$ cat src/rtl/serial_add_arbiter.sv
`default_nettype none
// ============================================================================
//  Module   : serial_add_arbiter
//  Purpose  : Round-robin arbiter in front of one bit-serial full adder.
//             The winner's operands are captured, added LSB-first over
//             WIDTH cycles, and the parallel sum is returned with a
//             one-cycle done strobe tagged with the requester index.
//  Ports    : clk, reset (async, active-high)
//             req[NREQ], a_in/b_in[NREQ*WIDTH] (requester i at i*WIDTH),
//             cin_in[NREQ]
//             gnt[NREQ] one-hot, busy, result[WIDTH], cout, done,
//             done_id[IDW], ovf (only with SERIAL_ADD_ARB_OVF_EN)
//  Options  : define SERIAL_ADD_ARB_OVF_EN to add the signed-overflow output
//  Revision : 1.0  initial release
// ============================================================================
module serial_add_arbiter #(
    parameter int WIDTH = 4,
    parameter int NREQ  = 4,
    parameter int IDW   = 2
) (
    input  logic                   clk,
    input  logic                   reset,
    input  logic [NREQ-1:0]        req,
    input  logic [NREQ*WIDTH-1:0]  a_in,
    input  logic [NREQ*WIDTH-1:0]  b_in,
    input  logic [NREQ-1:0]        cin_in,
    output logic [NREQ-1:0]        gnt,
    output logic                   busy,
    output logic [WIDTH-1:0]       result,
    output logic                   cout,
    output logic                   done,
    output logic [IDW-1:0]         done_id
`ifdef SERIAL_ADD_ARB_OVF_EN
    ,
    output logic                   ovf
`endif
);

    localparam int CNTW = $clog2(WIDTH);

    typedef enum logic [1:0] {
        ST_IDLE  = 2'd0,
        ST_SHIFT = 2'd1,
        ST_DONE  = 2'd2
    } state_t;

    state_t            state_q,   state_d;
    logic [WIDTH-1:0]  shift_a_q, shift_a_d;
    logic [WIDTH-1:0]  shift_b_q, shift_b_d;
    logic [WIDTH-1:0]  sum_q,     sum_d;
    logic              carry_q,   carry_d;
    logic [CNTW-1:0]   cnt_q,     cnt_d;
    logic [NREQ-1:0]   gnt_q,     gnt_d;
    logic [IDW-1:0]    winner_q,  winner_d;
    logic [IDW-1:0]    rr_q,      rr_d;
    logic [WIDTH-1:0]  result_q,  result_d;
    logic              cout_q,    cout_d;
    logic [IDW-1:0]    done_id_q, done_id_d;
`ifdef SERIAL_ADD_ARB_OVF_EN
    logic              ovf_q,     ovf_d;
`endif

    // Round-robin search: first set request at or above rr_q, wrapping.
    logic              arb_found;
    logic [IDW-1:0]    arb_win;
    logic [NREQ-1:0]   arb_onehot;
    int                arb_idx;

    always_comb begin
        arb_found  = 1'b0;
        arb_win    = '0;
        arb_onehot = '0;
        arb_idx    = 0;
        for (int i = 0; i < NREQ; i++) begin
            arb_idx = int'(rr_q) + i;
            if (arb_idx >= NREQ) begin
                arb_idx = arb_idx - NREQ;
            end
            if (!arb_found && (|(req & (NREQ'(1) << arb_idx)))) begin
                arb_found  = 1'b1;
                arb_win    = IDW'(arb_idx);
                arb_onehot = NREQ'(1) << arb_idx;
            end
        end
    end

    // One bit of the serial add: {carry, s} = a0 + b0 + carry.
    logic [1:0] bit_sum;
    assign bit_sum = {1'b0, shift_a_q[0]} + {1'b0, shift_b_q[0]} + {1'b0, carry_q};

    always_comb begin
        state_d   = state_q;
        shift_a_d = shift_a_q;
        shift_b_d = shift_b_q;
        sum_d     = sum_q;
        carry_d   = carry_q;
        cnt_d     = cnt_q;
        gnt_d     = gnt_q;
        winner_d  = winner_q;
        rr_d      = rr_q;
        result_d  = result_q;
        cout_d    = cout_q;
        done_id_d = done_id_q;
`ifdef SERIAL_ADD_ARB_OVF_EN
        ovf_d     = ovf_q;
`endif
        case (state_q)
            ST_IDLE: begin
                if (arb_found) begin
                    shift_a_d = WIDTH'(a_in >> (int'(arb_win) * WIDTH));
                    shift_b_d = WIDTH'(b_in >> (int'(arb_win) * WIDTH));
                    carry_d   = |(cin_in & arb_onehot);
                    sum_d     = '0;
                    cnt_d     = '0;
                    gnt_d     = arb_onehot;
                    winner_d  = arb_win;
                    state_d   = ST_SHIFT;
                end
            end
            ST_SHIFT: begin
                carry_d   = bit_sum[1];
                sum_d     = {bit_sum[0], sum_q[WIDTH-1:1]};
                shift_a_d = shift_a_q >> 1;
                shift_b_d = shift_b_q >> 1;
                cnt_d     = cnt_q + CNTW'(1);
                if (cnt_q == CNTW'(WIDTH - 1)) begin
                    // Last bit: publish the completed sum as DONE is entered,
                    // so the outputs are stable for the whole done cycle.
                    result_d  = {bit_sum[0], sum_q[WIDTH-1:1]};
                    cout_d    = bit_sum[1];
                    done_id_d = winner_q;
                    rr_d      = (int'(winner_q) == NREQ - 1) ? '0 : winner_q + IDW'(1);
`ifdef SERIAL_ADD_ARB_OVF_EN
                    // carry_q here is the carry into the MSB position.
                    ovf_d     = carry_q ^ bit_sum[1];
`endif
                    state_d   = ST_DONE;
                end
            end
            ST_DONE: begin
                gnt_d   = '0;
                state_d = ST_IDLE;
            end
            default: begin
                gnt_d   = '0;
                state_d = ST_IDLE;
            end
        endcase
    end

    always_ff @(posedge clk or posedge reset) begin
        if (reset) begin
            state_q   <= ST_IDLE;
            shift_a_q <= '0;
            shift_b_q <= '0;
            sum_q     <= '0;
            carry_q   <= 1'b0;
            cnt_q     <= '0;
            gnt_q     <= '0;
            winner_q  <= '0;
            rr_q      <= '0;
            result_q  <= '0;
            cout_q    <= 1'b0;
            done_id_q <= '0;
`ifdef SERIAL_ADD_ARB_OVF_EN
            ovf_q     <= 1'b0;
`endif
        end else begin
            state_q   <= state_d;
            shift_a_q <= shift_a_d;
            shift_b_q <= shift_b_d;
            sum_q     <= sum_d;
            carry_q   <= carry_d;
            cnt_q     <= cnt_d;
            gnt_q     <= gnt_d;
            winner_q  <= winner_d;
            rr_q      <= rr_d;
            result_q  <= result_d;
            cout_q    <= cout_d;
            done_id_q <= done_id_d;
`ifdef SERIAL_ADD_ARB_OVF_EN
            ovf_q     <= ovf_d;
`endif
        end
    end

    assign gnt     = gnt_q;
    assign busy    = (state_q != ST_IDLE);
    assign done    = (state_q == ST_DONE);
    assign result  = result_q;
    assign cout    = cout_q;
    assign done_id = done_id_q;
`ifdef SERIAL_ADD_ARB_OVF_EN
    assign ovf     = ovf_q;
`endif

endmodule
`default_nettype wire
$ cat config.mk
export PLATFORM = sky130hd
export DESIGN_NAME = serial_add_arbiter
export DESIGN_NICKNAME = d
export VERILOG_FILES = /design/src/rtl/serial_add_arbiter.sv
export SDC_FILE = /design/constraint.sdc
export NUM_CORES = 1
export LEC_CHECK = 0
export CAP_MARGIN = 10
export CORE_MARGIN = 2
export CORE_UTILIZATION = 36
export DETAILED_ROUTE_END_ITERATION = 10
export GPL_TIMING_DRIVEN = 0
export PLACE_DENSITY_LB_ADDON = 0.05
export SLEW_MARGIN = 20
export SYNTH_ARGS = -nofsm -noshare
export SYNTH_HDL_FRONTEND = slang
export SYNTH_SLANG_ARGS = --single-unit
$ cat constraint.sdc
create_clock -name clk -period 2.65 [get_ports clk]
set_clock_uncertainty 0.15 [all_clocks]
set_input_delay 0.795 -clock clk [delete_from_list [all_inputs] [get_ports clk]]
set_output_delay 0.795 -clock clk [all_outputs]
set_load 0.01 [all_outputs]
# Word-level counts from Yosys, hierarchy flattened

Index checks and enable logic that the tools add are counted.

Bits in registers: 32
Logic and storage cells: 96

Add/subtract/negate cells: 11
$lt $le $gt $ge: 4
Eq/ne operators: 6
Shift-type cells: 6
Mux-type cells: 32
Bitwise gates (word level): 6
Reduce and logical (&&, ||, !) cells: 19

Operators by type and width:

| cell                                                               | count |
|---|---|
| two-way mux 32 bit                                                 | 4 |
| << shifter 1 x 32 -> 4 bit (first input constant)                  | 4 |
| two-way mux 4 bit                                                  | 8 |
| one-hot mux 4 bit (2 select lines)                                 | 4 |
| right shift 16 x 4 -> 4 bit                                        | 2 |
| bitwise AND 4 bit                                                  | 5 |
| OR reduction 4 bit                                                 | 5 |
| two-way mux 2 bit                                                  | 8 |
| subtractor 3 x 3 -> 4 bit (second input constant)                  | 3 |
| AND reduction 2 bit                                                | 5 |
| greater-or-equal comparator 3 bit (second input constant)          | 3 |
| one-hot mux 2 bit (2 select lines)                                 | 2 |
| adder 2 x 2 -> 3 bit (second input constant)                       | 2 |
| two-way mux 1 bit                                                  | 5 |
| adder 2 x 1 -> 2 bit (second input constant)                       | 2 |
| equality test 2 x 1 -> 1 bit (second input constant)               | 2 |
| equality test 2 bit (second input constant)                        | 2 |
| inequality test 2 bit (second input constant)                      | 2 |
| nonzero test 2 bit                                                 | 2 |
| subtractor 2 x 3 -> 4 bit (second input constant)                  | 1 |
| adder 2 x 1 -> 3 bit (second input constant)                       | 1 |
| greater-or-equal comparator 2 x 3 -> 1 bit (second input constant) | 1 |
| logical AND 1 bit                                                  | 3 |
| zero test 1 bit                                                    | 3 |
| 5 further kinds                                                    | 5 |

# Logic depth before layout (Yosys ltp)

Depth in word-level cells: 19
Mapped depth: 11
Depth with buffers taken out: 8

# Least setup slack after synthesis

Ideal clock, no wire load.

Path kind: input-to-reg
Start: input port req[3]
End: register carry_q
Arrival time: 2.450 ns
Required time: 2.361 ns
Slack: -0.089 ns
Cell stages on the path: 7
Cells stage by stage: buf_2 a22o_1 or2_1 buf_6 o41ai_4 o31ai_1 or4_1

Word-level cells in the longest chain between the ends: 16
Elaborated cells between the ends (all ways): 28
Those cells by class: eq/ne (1); mux (10); bitwise (5); reduce/logical (12)

RTL lines:

| what                               | line | RTL |
|---|---|---|
| start, declared                    | 23   | `input logic [NREQ-1:0] req,` |
| bitwise AND 4 bit                  | 79   | `if (!arb_found && (\|(req & (NREQ'(1) << arb_idx)))) begin` |
| OR reduction 4 bit                 | 79   |  |
| two-way mux 1 bit                  | 79   |  |
| zero test 1 bit                    | 79   |  |
| logical AND 1 bit                  | 79   |  |
| two-way mux 1 bit                  | 79   |  |
| zero test 1 bit                    | 79   |  |
| logical AND 1 bit                  | 79   |  |
| two-way mux 1 bit                  | 79   |  |
| zero test 1 bit                    | 79   |  |
| logical AND 1 bit                  | 79   |  |
| two-way mux 4 bit                  | 79   |  |
| bitwise AND 4 bit                  | 112  | `carry_d = \|(cin_in & arb_onehot);` |
| OR reduction 4 bit                 | 112  |  |
| two-way mux 1 bit                  | 109  | `if (arb_found) begin` |
| one-hot mux 1 bit (2 select lines) | 107  | `case (state_q)` |
| end signal, assigned               | 173  | `carry_q <= carry_d;` |
| end, declared                      | 51   | `logic carry_q, carry_d;` |

Several ways; a longest one is shown, not always the timed one. The select of a mux whose other input is x is not followed.
A chain may end at the register's enable or synchronous reset.

# Worst setup path in the final report

Start: register rr_q[0]
End: register carry_q

Word-level cells in the longest chain between the ends: 19
Elaborated cells between the ends (all ways): 47
Those cells by class: add/sub (7); order compare (4); eq/ne (1); shift (4); mux (14); bitwise (5); reduce/logical (12)

RTL lines:

| what                                                                               | line | RTL |
|---|---|---|
| start, declared                                                                    | 55   | `logic [IDW-1:0] rr_q, rr_d;` |
| start signal, assigned                                                             | 177  | `rr_q <= rr_d;` |
| parallel branches: the longest is 19 deep, another holds subtractor 3 x 3 -> 4 bit | -    |  |

Several ways; the timed one is not identified. The select of a mux whose other input is x is not followed.

==> run metrics <==
Peak supply drop=0.446 mV; Layout area overhead=59.3%; later-pin clock latency in the skew report=280 ps; GRT overflow=0; Synth Flop Type=dfrtp_1; Tot GR Track Use=21.1%; Worst-Margin Slew=638 ps; f_max=0.367 GHz; antenna viol nets, final=0; clk sinks=31; Post-Route Utilization=59.6%; Synth area leaders=dfrtp_1, o21ai_0, nand2_1, and3_1, a21oi_1; Detailed Routing Iterations Pass 1=4; Via-to-Cell Ratio=5.53; CP Data Arrival Time=2730 ps; GPL Wtd Cong=0.854; Port Buf Inserts=50; failing checks=setup timing; H-Tree Depth=2; type of the worst setup path=flip-flop to flip-flop; required time worst endpoint=2650 ps; final net count=401; unrepaired setup endpoints after global routing=yes; Max-Cap Viols=0; number of synthesized flops with an enable pin=0; hpwl dp=4.60 mm; post-synthesis async set-or-reset flop share=100%; top cell type by total area after synthesis=dfrtp_1; critical path, cell by cell=buf_6 -> ha_4 -> buf_6 -> a22oi_2 -> buf_4 -> and2_4 -> a41oi_4 -> buf_6 -> and3_4 -> or4_4; Slowest Stage Delay on Critical Path=520 ps; Final period util=103%; Cells after Synth=254; RR Endpoint=carry_q$_DFFE_PP0P_; Yosys top cell area share=34.8%; PD cells=1350 mW/mm2; Stages on worst setup path=10; Post-CTS Hold Fix Bufs=0; Initial Utilization=37.4%; # rows=28; share of layout cells above drive strength 1=34.4%; WL final=6.94 mm; DRC=0; CP max stage cell=or4_4; initial antenna violation count=0; count of unique library cells instantiated by Yosys=47; hold_ws=325 ps; root buf cell=clkbuf_8; vias in the first global route=2222; FF+latch count, synth=31; HP Class=flip-flop to flip-flop; # setup viols final=8; largest net degree at the start of global routing=32; path depth of the worst reg2reg path=10; multi-input combinational cell area=0.00159 mm2; fill cell count=556; Worst path most repeated cell=buf_6; first-pass GRT wire length=10.8 mm; DR vias=2363; sequential area share after synthesis=34.8%; Final Hold Fails=0; design area=0.00355 mm2; Crit. Startpoint=rr_q[0]$_DFFE_PP0P_; Diodes inserted=0; outcome=complete, but fails checks; Leak=1.49 nW; FF+latch area=778 um2; Die X=82.7 um; # IOs=55; Core Area=0.00596 mm2; Area after DPL=0.00284 mm2; setup slack, reg-to-reg=-70 ps; worst setup margin=-74.2 ps; clk slew on worst S/H paths=60 ps; DR WL/cell=16.3 um; CP Capture Type=flip-flop; Worst slew margin=57.4%; setup TNS=-221 ps; 1st-iter DRT viols=202; Synth Area per Inst=8.77 um2; CP Max Fanout=5; R2R Path Start=rr_q[0]$_DFFE_PP0P_; synth warn=0; Die Y=82.7 um; total power=0.00478 W; Syn Std Cell Area=0.00223 mm2; crit start category=flip-flop; syn nets=303; CTS tree=built; crit path buf inv count=4; CP top delay family=simple AND/OR/NAND/NOR gates; worst setup path endpoint=carry_q$_DFFE_PP0P_; total die area=0.00683 mm2; min cycle time layout=2720 ps; CTS Buf Count=5; Max Slew Vio Count=0; Max Buffers Root-to-Sink=2
-- cells in the mapped netlist (all sizes together), types with 2 or more instances --
library cell	instances
nand4	2
nand3	3
and2	2
dfrtp	31
mux2i	8
a221oi	2
o21ai	20
and3	13
or2	2
nor2	14
a21oi	16
o211ai	10
nand2b	3
ha	6
o311ai	4
a21boi	5
clkbuf	6
o221ai	3
nor3	3
a22oi	8
a211oi	5
o21a	2
inv	11
or3	4
mux2	7
o31ai	2
a21o	2
o22ai	2
buf	13
a22o	7
nand2	26
-- worst min-delay path by stage --
stage	from	endpoint	slack (ps)	depth (start not counted)
final	gnt[2]$_DFFE_PP0P_	gnt[2]$_DFFE_PP0P_	330	1
after global routing	gnt[2]$_DFFE_PP0P_	gnt[2]$_DFFE_PP0P_	350	1
after CTS	gnt[2]$_DFFE_PP0P_	gnt[2]$_DFFE_PP0P_	330	1
after detailed placement	gnt[2]$_DFFE_PP0P_	gnt[2]$_DFFE_PP0P_	320	1
after global placement	gnt[2]$_DFFE_PP0P_	gnt[2]$_DFFE_PP0P_	310	1
after floorplan	shift_a_q[3]$_DFFE_PP0P_	shift_a_q[3]$_DFFE_PP0P_	310	2
-- power by group --
group          switching [W]  total, W  internal [W]
sequential          0.000151  0.000852      0.000701
combinational        0.00178   0.00355       0.00177
clock               0.000176  0.000380      0.000204
total                0.00211   0.00478       0.00268
-- routing by layer --
metal | share of wire (%) | wire length, um | up-vias | track usage [%]
li1 | - | - | 1147 | -
met4 | 1.0 | 70 | 0 | 5.41
met3 | 4.2 | 290 | 9 | 4.78
met5 | 0 | 0 | - | 0
met1 | 47 | 3240 | 1143 | 26.8
met2 | 48 | 3340 | 64 | 36.1
-- cell usage in the layout, fill, tap and decap left out, drive strengths merged, types with 2 or more instances in the layout --
cell type      instances
buf                   56
clkdlybuf4s50         50
dfrtp                 31
nand2                 26
o21ai                 20
a21oi                 16
nor2                  14
and3                  13
inv                   11
o211ai                10
clkbuf                10
a22oi                  8
mux2i                  8
mux2                   7
a22o                   7
ha                     6
a211oi                 5
a21boi                 5
or3                    4
o311ai                 4
nor3                   3
nand3                  3
nand2b                 3
o221ai                 3
or2                    2
o21a                   2
nand4                  2
a21o                   2
and2                   2
o22ai                  2
o31ai                  2
a221oi                 2
-- final cells by class --
class / instances / share of cell area (%)
Sequential cell: 31 / 21.9
Tap cell: 75 / 2.65
Timing Repair Buffer: 92 / 23.1
Buffer: 18 / 3.88
Clock buffer: 6 / 2.33
Clock inverter: 1 / 0.141
Inverter: 11 / 1.23
Multi-Input combinational cell: 193 / 44.7
-- sequential cells by signal (all words and copies together), names as in the netlist --
signal and count:
sum_q 3, rr_q 2, result 4, winner_q 2, done_id 2, cout 1, gnt 4, carry_q 1
state_q 2, cnt_q 2, shift_a_q 4, shift_b_q 4
-- kinds of logic (layout without fill, tap and decap cells) --
logic type / Yosys count / in the layout / share of synthesized area [%]
muxes: 15 / 15 / 7.14
buffers and inverters: 30 / 128 / 6.46
and+or+nand+nor: 74 / 74 / 16.0
DFF: 31 / 31 / 34.8
AOI/OAI and AO/OA: 97 / 97 / 31.3
adders and majority gates: 7 / 7 / 4.27
-- per-stage QoR --
| step | cells | setup WS [ps] |
|---|---|---|
| finish | 427 | -74.2 |
| global route | 427 | -139 |
| CTS | 416 | -7.48 |
| detailed placement | 379 | -518 |
| global placement | 379 | -571 |
| floorplan | 254 | -8.92 |
-- timing repair --
action                                 CTS  global route
endpoints found under the hold margin    0             0
cloned                                   0             1
pin swaps                               16            17
setup buffers                           30            11
setup endpoints to repair               20            12
resized for setup                       55            34
Note: power is estimated with default switching activity, not from simulation.
